File: src/rtl/mult32_seq_pkg.sv
// Shared definitions for the sequential shift-add multiplier:
// FSM state encodings and the default operand / counter widths.
package mult32_seq_pkg;

    localparam int MULT_WIDTH = 32;
    localparam int MULT_CNT_W = 6;

    typedef enum logic [1:0] {
        IDLE = 2'd0,
        BUSY = 2'd1,
        DONE = 2'd2
    } state_t;

endpackage

File: src/rtl/and32.sv
// 32-bit bitwise AND used to gate the multiplicand with the current
// multiplier bit, forming one partial product per iteration.
module and32 (
    input  logic [31:0] i_a,
    input  logic [31:0] i_b,
    output logic [31:0] o_out
);

    assign o_out = i_a & i_b;

endmodule

File: src/rtl/mult32_seq.sv
// Sequential 32x32 unsigned shift-add multiplier with a start/done handshake.
// One partial product is accumulated into {hi,lo} per BUSY cycle.
module mult32_seq
    import mult32_seq_pkg::*;
#(
    parameter int WIDTH = MULT_WIDTH,
    parameter int CNT_W = MULT_CNT_W
) (
    input  logic               clk,
    input  logic               reset,
    input  logic               start,
    input  logic [WIDTH-1:0]   multiplicand,
    input  logic [WIDTH-1:0]   multiplier,
    output logic               busy,
    output logic               done,
    output logic [2*WIDTH-1:0] product
);

    state_t             r_state;
    state_t             w_nextState;
    logic [WIDTH-1:0]   r_a;
    logic [WIDTH-1:0]   r_hi;
    logic [WIDTH-1:0]   r_lo;
    logic [CNT_W-1:0]   r_count;
    logic [WIDTH-1:0]   w_pp;
    logic [WIDTH:0]     w_sum;
    logic               w_accept;
    logic               w_lastIter;

    // start is only honoured outside BUSY, so an in-flight product is never disturbed
    assign w_accept   = (r_state != BUSY) && start;
    assign w_lastIter = (r_count == CNT_W'(WIDTH - 1));

    and32 u_and32 (
        .i_a   (r_a),
        .i_b   ({WIDTH{r_lo[0]}}),
        .o_out (w_pp)
    );

    assign w_sum = {1'b0, r_hi} + {1'b0, w_pp};

    always_ff @(posedge clk) begin
        if (reset) begin
            r_state <= IDLE;
        end else begin
            r_state <= w_nextState;
        end
    end

    always_comb begin
        w_nextState = r_state;
        case (r_state)
            IDLE:    if (start)      w_nextState = BUSY;
            BUSY:    if (w_lastIter) w_nextState = DONE;
            DONE:    if (start)      w_nextState = BUSY;
            default:                 w_nextState = IDLE;
        endcase
    end

    // The adder carry shifts into the top of hi, so nothing is lost across 32 steps
    always_ff @(posedge clk) begin
        if (reset) begin
            r_a     <= '0;
            r_hi    <= '0;
            r_lo    <= '0;
            r_count <= '0;
        end else if (w_accept) begin
            r_a     <= multiplicand;
            r_hi    <= '0;
            r_lo    <= multiplier;
            r_count <= '0;
        end else if (r_state == BUSY) begin
            {r_hi, r_lo} <= {w_sum, r_lo[WIDTH-1:1]};
            r_count      <= r_count + CNT_W'(1);
        end
    end

    assign busy    = (r_state == BUSY);
    assign done    = (r_state == DONE);
    assign product = {r_hi, r_lo};

endmodule
File: config.mk
export PLATFORM = sky130hd
export DESIGN_NAME = mult32_seq
export DESIGN_NICKNAME = d
export VERILOG_FILES = /design/src/rtl/mult32_seq_pkg.sv /design/src/rtl/and32.sv /design/src/rtl/mult32_seq.sv
export SDC_FILE = /design/constraint.sdc
export NUM_CORES = 1
export LEC_CHECK = 0
export CAP_MARGIN = 20
export CORE_MARGIN = 10
export CORE_UTILIZATION = 37
export DETAILED_ROUTE_END_ITERATION = 6
export GPL_TIMING_DRIVEN = 1
export HOLD_SLACK_MARGIN = 0.03
export REMOVE_ABC_BUFFERS = 1
export SLEW_MARGIN = 40
export SYNTH_ARGS = -nofsm -noshare
export SYNTH_HDL_FRONTEND = slang
export SYNTH_SLANG_ARGS = --single-unit
File: constraint.sdc
create_clock -name clk -period 3.7 [get_ports clk]
set_clock_uncertainty 0.05 [all_clocks]
set_input_delay 0.925 -clock clk [delete_from_list [all_inputs] [get_ports clk]]
set_output_delay 0.925 -clock clk [all_outputs]
set_load 0.005 [all_outputs]
# Word-level counts from Yosys, hierarchy flattened
# Cells that the tools add are included.
# classes
addsub	2
n_eq_ne	6
mux	5
bitwise_logic	1
n_reduce_logical	6
# op_table
op	count
2-to-1 mux 32 bit	2
adder 32 x 32 -> 33 bit	1
AND 32 bit	1
adder 6 x 1 -> 6 bit, second input constant	1
== test 6 x 5 -> 1 bit, second input constant	1
!= test 2 x 1 -> 1 bit, second input constant	3
2-to-1 mux 2 bit	2
case mux 2 bit (2 select lines)	1
OR reduction 2 bit	2
== test 2 x 1 -> 1 bit, second input constant	1
== test 2 bit, second input constant	1
logical NOT 2 bit	1
AND reduction 2 bit	1
nonzero test 2 bit	1
logical AND 1 bit	1
# word_totals
reg_bits	104
input_bits	67
out_inout_bits	66
wordCells	25

# Depth between registers and ports, before layout
# Gate-level depths: netlist (run 1).
# logic_depth
word_depth	4
mapped_depth	12
depth_no_buf	11

# Cells and area by module
# Synthesis (run 1) repeated with hierarchy kept, for this count alone.
# unflattened
hier_cells	733
area_unflattened_um2	5880.6
# modules_own_cells
module	instances	cells_per_inst	area_each_um2	seq_area_each_um2
mult32_seq	1	701	5680.4	2082.0
and32	1	32	200.2	0.0

# Worst setup path after synthesis (run 1)
# OpenSTA, ideal clock, no wires.
# synth_timing
path_kind	reg2reg
from	register r_lo[0]
to	register r_hi[31]
setup_time_ns	0.132
arrival_ns	2.589
required_ns	3.518
setup_slack_ns	0.930
stages_incl_launch_ff	13
path_buffers	1
period_less_slack_ns	2.770
path_cell_list	dfxtp_1 -> clkbuf_1 -> and2_1 -> ha_1 -> fa_1 -> a21oi_1 -> o21ai_1 -> o21ai_1 -> o21ai_1 -> a211oi_2 -> o31ai_2 -> a2111oi_0 -> nor3_1
# synth_via
elab_chain_len	2
# synth_rtl
item	line_no	text
start: declaration	mult32_seq.sv:23	logic [WIDTH-1:0] r_lo;
start signal: assignment	mult32_seq.sv:70	r_lo <= multiplier;
start signal: assignment	mult32_seq.sv:73	{r_hi, r_lo} <= {w_sum, r_lo[WIDTH-1:1]};
AND 32 bit	and32.sv:9	assign o_out = i_a & i_b;
adder 32 x 32 -> 33 bit	mult32_seq.sv:40	assign w_sum = {1'b0, r_hi} + {1'b0, w_pp};
end signal: assignment	mult32_seq.sv:73	
end: declaration	mult32_seq.sv:22	logic [WIDTH-1:0] r_hi;
# No other way between the ends.
# A chain may end at the register's enable or synchronous reset.

# Final worst setup path (run 1)
# Ends and elaborated chain as after synthesis.

==> results of run 1 <==
placed cells by master, fill, tap and decap left out, types with 4 or more instances in the layout:
cell type and n:
and2_1 32, nor2b_1 5, buf_4 8, nand3_1 11
and4_1 4, clkbuf_16 9, a21oi_1 91, dfxtp_1 104
o21ai_1 24, nor2_1 64, mux2i_1 32, xnor2_1 15
xor2_1 17, inv_1 13, nand2_1 132, and3_1 5
o211ai_1 5, a21o_1 11, clkdlybuf4s50_1 130, ha_1 33
nor3_1 4, o21ai_0 10, o21bai_1 4, a211oi_1 33
o31ai_1 4
layer usage:
layer	up-vias	wire (um)	track usage, %
met2	150	8020	26.5
met1	2583	8050	20.4
met5	-	0	0
met4	0	126	3.79
li1	2783	-	-
met3	9	1580	7.45
cell type report:
cell class | instances | area [um^2]
fillers | 1504 | 7710
multi-input cells | 576 | 3530
flip-flops and latches | 104 | 2080
repair buffers | 141 | 1380
well taps | 211 | 264
clock buffers | 10 | 239
clock inverters | 6 | 50.0
inverters | 13 | 48.8
diodes | 1 | 2.50
Yosys cell counts, types with 4 or more instances:
| library cell | number | area (um^2) |
|---|---|---|
| a21oi_1 | 91 | 455 |
| nand3_1 | 11 | 55.1 |
| xnor2_1 | 15 | 131 |
| nor2_1 | 65 | 244 |
| nor3_1 | 4 | 20.0 |
| ha_1 | 33 | 413 |
| inv_1 | 13 | 48.8 |
| nand2_1 | 132 | 495 |
| dfxtp_1 | 104 | 2080 |
| o21ai_1 | 24 | 120 |
| o21ai_0 | 10 | 50.1 |
| buf_1 | 5 | 18.8 |
| o21bai_1 | 4 | 30.0 |
| and2_1 | 32 | 200 |
| and3_1 | 5 | 31.3 |
| o31ai_1 | 4 | 30.0 |
| o211ai_1 | 5 | 37.5 |
| clkbuf_1 | 35 | 131 |
| xor2_1 | 17 | 149 |
| a211oi_1 | 33 | 248 |
| a21o_1 | 11 | 82.6 |
| mux2i_1 | 32 | 320 |
| nor2b_1 | 5 | 31.3 |
| and4_1 | 4 | 35.0 |
critical path: cells and delay by family (launching register included):
| kind | cells | cell delay [ns] |
|---|---|---|
| AO/OA/AOI/OAI | 6 | 1.49 |
| adder cells (fa/ha/maj) | 1 | 0.30 |
| buffers and inverters | 1 | 0.32 |
| flip-flops | 1 | 0.53 |
| AND/OR/NAND/NOR | 3 | 0.36 |
power breakdown:
part	internal [mW]	switching [mW]
combinational	0.208	0.193
sequential	1.18	0.0486
clock	0.485	0.463
total	1.87	0.705
sequential cells by signal, indices dropped and copies added (netlist names):
signal / count
r_state: 2
r_lo: 32
r_a: 32
r_count: 6
r_hi: 32
cells by family (layout without fill, tap and decap cells):
kind of cell	count (synthesis)	count (layout)	share of synthesized area, %
AO/OA/AOI/OAI	209	209	22.6
XOR/XNOR	32	32	4.82
adder cells (fa/ha/maj)	34	34	7.45
buffers and inverters	54	170	3.51
flip-flops	104	104	35.8
multiplexers	32	32	5.51
other	0	1	0
AND/OR/NAND/NOR	269	269	20.3
worst paths after layout:
check                           startpoint       end  slack (ns)  depth (start not counted)
worst max register to register     r_lo[0]  r_hi[31]        0.53                         11
worst min register to register     r_a[22]   r_a[22]        0.40                          2
worst max-delay path               r_lo[0]  r_hi[31]        0.53                         11
worst min-delay path               r_a[22]   r_a[22]        0.40                          2
==> summary.txt, run 1 <==
fin crit share: 85.7%
setup violators final: 0
Placeable Area: 15300 um^2
hpwl dp: 13300 um
vias in the first global route: 5637
clk root buf: clkbuf_16
wire per inst: 16.7 um
status: completed
unrepaired setup endpoints after global routing: false
clock period minus worst slack: 3.17 ns
fin util: 49.6%
Die Span X: 145 um
CP required: 3.89 ns
Worst Tran Pin Value: 0.604 ns
Area Overhead vs Synth: 30.8%
Post-CTS Resized: 0
initial antenna violation count: 0
Max Cap Viol: 0
Placer Congestion: 0.932
fin nets: 946
Place WS: 0.555 ns
die height: 145 um
cell area after synthesis: 5810 um^2
die area: 21100 um^2
clock slew at reported path FFs: 0.08 ns
CTS H-tree lvls: 3
Slew HR: 59.8%
top_reg_cell synth: dfxtp_1
gr ovfl total: 0
Placed Cells: 1045
Lkg Pwr: 3.01 nW
GRT Total Usage: 16.7%
worst hold path class: flop to flop
Overall Power: 2.58 mW
via density per instance: 5.20
Final ANT Viol Nets: 0
worst vdd ir: 0.000238 V
Post-synth EDFFs: 0
syn avg cell area: 7.92 um^2
largest fanout on the critical path: 24
largest net degree at the start of global routing: 84
Clk Latency, worst-skew pair: 0.36 ns
IO Pins: 133
first-pass GRT wire length: 29300 um
Fin Hold WS: 0.402 ns
Netlist cell types: 47
Placement Cell Area: 7310 um^2
Critical Path Start Type: flop
initial core utilization: 38.0%
initial drt markers: 321
yosys warns: 0
ys async rst share: 0%
layout cell share with drive strength beyond 1: 4.59%
crit path kind: flop to flop
Max Fclk: 0.315 GHz
final hold vios: 0
row count: 45
worst-case clock buffer depth: 2
synthesized flop and latch total: 104
cell area after layout: 7600 um^2
Setup TNS Final: 0 ns
setup bufs post-CTS: 0
CTS tree: yes
DRC viols: 0
Post-Route WL: 17800 um
CTS Hold Buffers Added: 0
DR vias: 5525
Seq/Total Area, Yosys: 35.8%
critical path's slowest cell: dfxtp_1
CTS Buf Count: 9
fin. max-slew vios: 0
CP Data Arrival Time: 3.36 ns
worst setup margin: 0.530 ns
first drt pass iteration count: 4
Gate Count Post-Synth: 734
crit-path cells: buf_4, and2_1, ha_1, a21oi_1, o2111ai_1, a21oi_1, nor2_1, a211oi_2, o31ai_2, a2111oi_0, nor3_1
Layout Cells excl Fill: 1062
CTS Sinks: 104
Crit. End Element: flop
PortBufs: 132
critical path's most frequent cell: a21oi_1
Power Density: 339 nW/um^2
CP max stage delay: 0.53 ns
(Power assumes the default switching activity.)
==> run 2: changes to the inputs <==
==> constraint.sdc (replaced) <==
create_clock -name clk -period 2.6 [get_ports clk]
set_clock_uncertainty 0.05 [all_clocks]
set_input_delay 0.65 -clock clk [delete_from_list [all_inputs] [get_ports clk]]
set_output_delay 0.65 -clock clk [all_outputs]
set_load 0.1 [all_outputs]
==> run 2 against run 1 <==
  * Highest routed layer unchanged
  * First-iteration DRC count shrank 7.5%
  * Sequential share of layout area shrank 3.1 points
  * Die area is the same
  * The flow now finishes with violations (setup timing)
  * Largest cell class unchanged
  * Flip-flop and latch count is the same
  * Clock-buffer cell count grew 3
  * Worst setup slack lost 0.58 ns
  * Global-route usage grew 0.43 points
==> summary.txt, run 2 (same netlist as run 1, synthesis figures left out) <==
status: finished with violations
failing checks: setup timing
Clk Latency, worst-skew pair: 0.36 ns
fin. max-slew vios: 0
worst-case clock buffer depth: 2
worst vdd ir: 0.000434 V
CTS Hold Buffers Added: 0
Placed Cells: 1126
IO Pins: 133
largest fanout on the critical path: 14
Worst Tran Pin Value: 0.610 ns
clock period minus worst slack: 2.65 ns
first-pass GRT wire length: 30500 um
initial core utilization: 38.0%
n_diodes: 0
Fin Hold WS: 0.402 ns
hold path start: r_a[15]
Area Overhead vs Synth: 48.0%
commonest non-fill, non-tap cell in the layout: buf_4
Power Density: 486 nW/um^2
setup violators final: 2
PortBufs: 132
via density per instance: 5.12
clock slew at reported path FFs: 0.07 ns
Lkg Pwr: 3.61 nW
CP Data Arrival Time: 2.89 ns
GRT Total Usage: 17.1%
Placement Cell Area: 7790 um^2
Max Cap Viol: 0
CTS tree: yes
gr ovfl total: 0
CP required: 2.84 ns
Final ANT Viol Nets: 0
Critical Path Start Type: flop
DR vias: 5888
row count: 45
Post-Route WL: 19100 um
Worst R2R Start: r_lo[0]
vias in the first global route: 6043
die height: 145 um
CP max stage delay: 0.37 ns
CTS Buf Count: 9
wire per inst: 16.6 um
Layout fillers: 1446
Layout Cells excl Fill: 1150
fin crit share: 102%
crit path kind: flop to flop
crit-path cells: buf_12, and2_4, ha_4, and4_4, o2111ai_2, o21bai_4, a21o_1, a211oi_2, buf_4, o21ai_2, xor2_1, o21ai_1
die area: 21100 um^2
initial antenna violation count: 0
most frequent cells in the layout: buf_4 (157), nand2_1 (130), dfxtp_1 (103)
worst hold path class: flop to flop
fin nets: 1035
DRC viols: 0
critical path's slowest cell: dfxtp_4
Overall Power: 4.19 mW
Regs by FF count: r_a x32, r_hi x32, r_lo x32
Placeable Area: 15300 um^2
hpwl dp: 14400 um
first drt pass iteration count: 4
CTS Sinks: 104
final hold vios: 0
largest net degree at the start of global routing: 83
Crit. Startpoint: r_lo[0]
cell area after layout: 8610 um^2
fin util: 56.2%
Slew HR: 59.3%
layout cell share with drive strength beyond 1: 27.3%
initial drt markers: 297
Die Span X: 145 um
worst setup margin: -0.0519 ns
CTS H-tree lvls: 3
Crit. End Element: flop
Placer Congestion: 0.900
clk root buf: clkbuf_16
unrepaired setup endpoints after global routing: true
Max Fclk: 0.377 GHz
==> run 2: changes by cell type in the layout (fill, tap and decap cells not counted), moves of 5 or more <==
| cell | previous run | this run |
|---|---|---|
| buf_4 | 8 | 157 |
| and2_4 | 0 | 7 |
| o21ai_2 | 0 | 5 |
| a21oi_2 | 0 | 14 |
| and2_1 | 32 | 25 |
| ha_1 | 33 | 14 |
| a21oi_1 | 91 | 76 |
| clkdlybuf4s50_1 | 130 | 64 |
| ha_4 | 0 | 18 |
==> run 2: layer usage <==
layer  wire length [um]  track usage [%]
met1               8460             21.0
met2               8930             27.8
met3               1520             5.99
met4                189             4.80
met5                  0                0
==> run 2: stage by stage <==
stage / setup slack [ns] / TNS, ns
2_1_floorplan: -2.18 / -125.06
3_3_place_gp: -0.179 / -0.685
3_5_place_dp: -0.238 / -1.28
4_1_cts: -0.00314 / -0.00579
5_1_grt: -0.186 / -1.04
6_report: -0.0519 / -0.0670
==> run 2: power by group <==
group / internal (mW) / leakage, nW / switching, mW
clock: 0.783 / 0.145 / 0.644
combinational: 0.324 / 2.62 / 0.686
sequential: 1.68 / 0.852 / 0.0699
==> run 2: layout make-up <==
cell class,count,area [um^2],area share (%)
clock inverters,3,47.5,0.552
multi-input cells,576,3980,46.2
flip-flops and latches,104,2090,24.2
repair buffers,230,1930,22.5
well taps,211,264,3.07
inverters,13,48.8,0.567
clock buffers,13,250,2.91
==> run 2: critical path: cells and delay by family (launching register included) <==
family / cells / cell delay (ns)
xor+xnor: 1 / 0.15
compound gates: 6 / 1.03
simple gates: 2 / 0.39
flops: 1 / 0.37
buf+inv: 2 / 0.32
fa+ha+maj: 1 / 0.26
==> run 2: worst paths after layout <==
check / depth (start not counted) / slack (ns) / endpoint
setup / recovery: 12 / -0.05 / r_hi[28]
setup reg to reg: 12 / -0.05 / r_hi[28]
hold / removal: 2 / 0.40 / r_a[15]
hold reg to reg: 2 / 0.40 / r_a[15]
==> run 2: timing repair <==
item,in CTS,in global routing
pin swaps,15,30
setup endpoints to repair,14,12
setup buffers,3,6
gates resized for setup,40,42
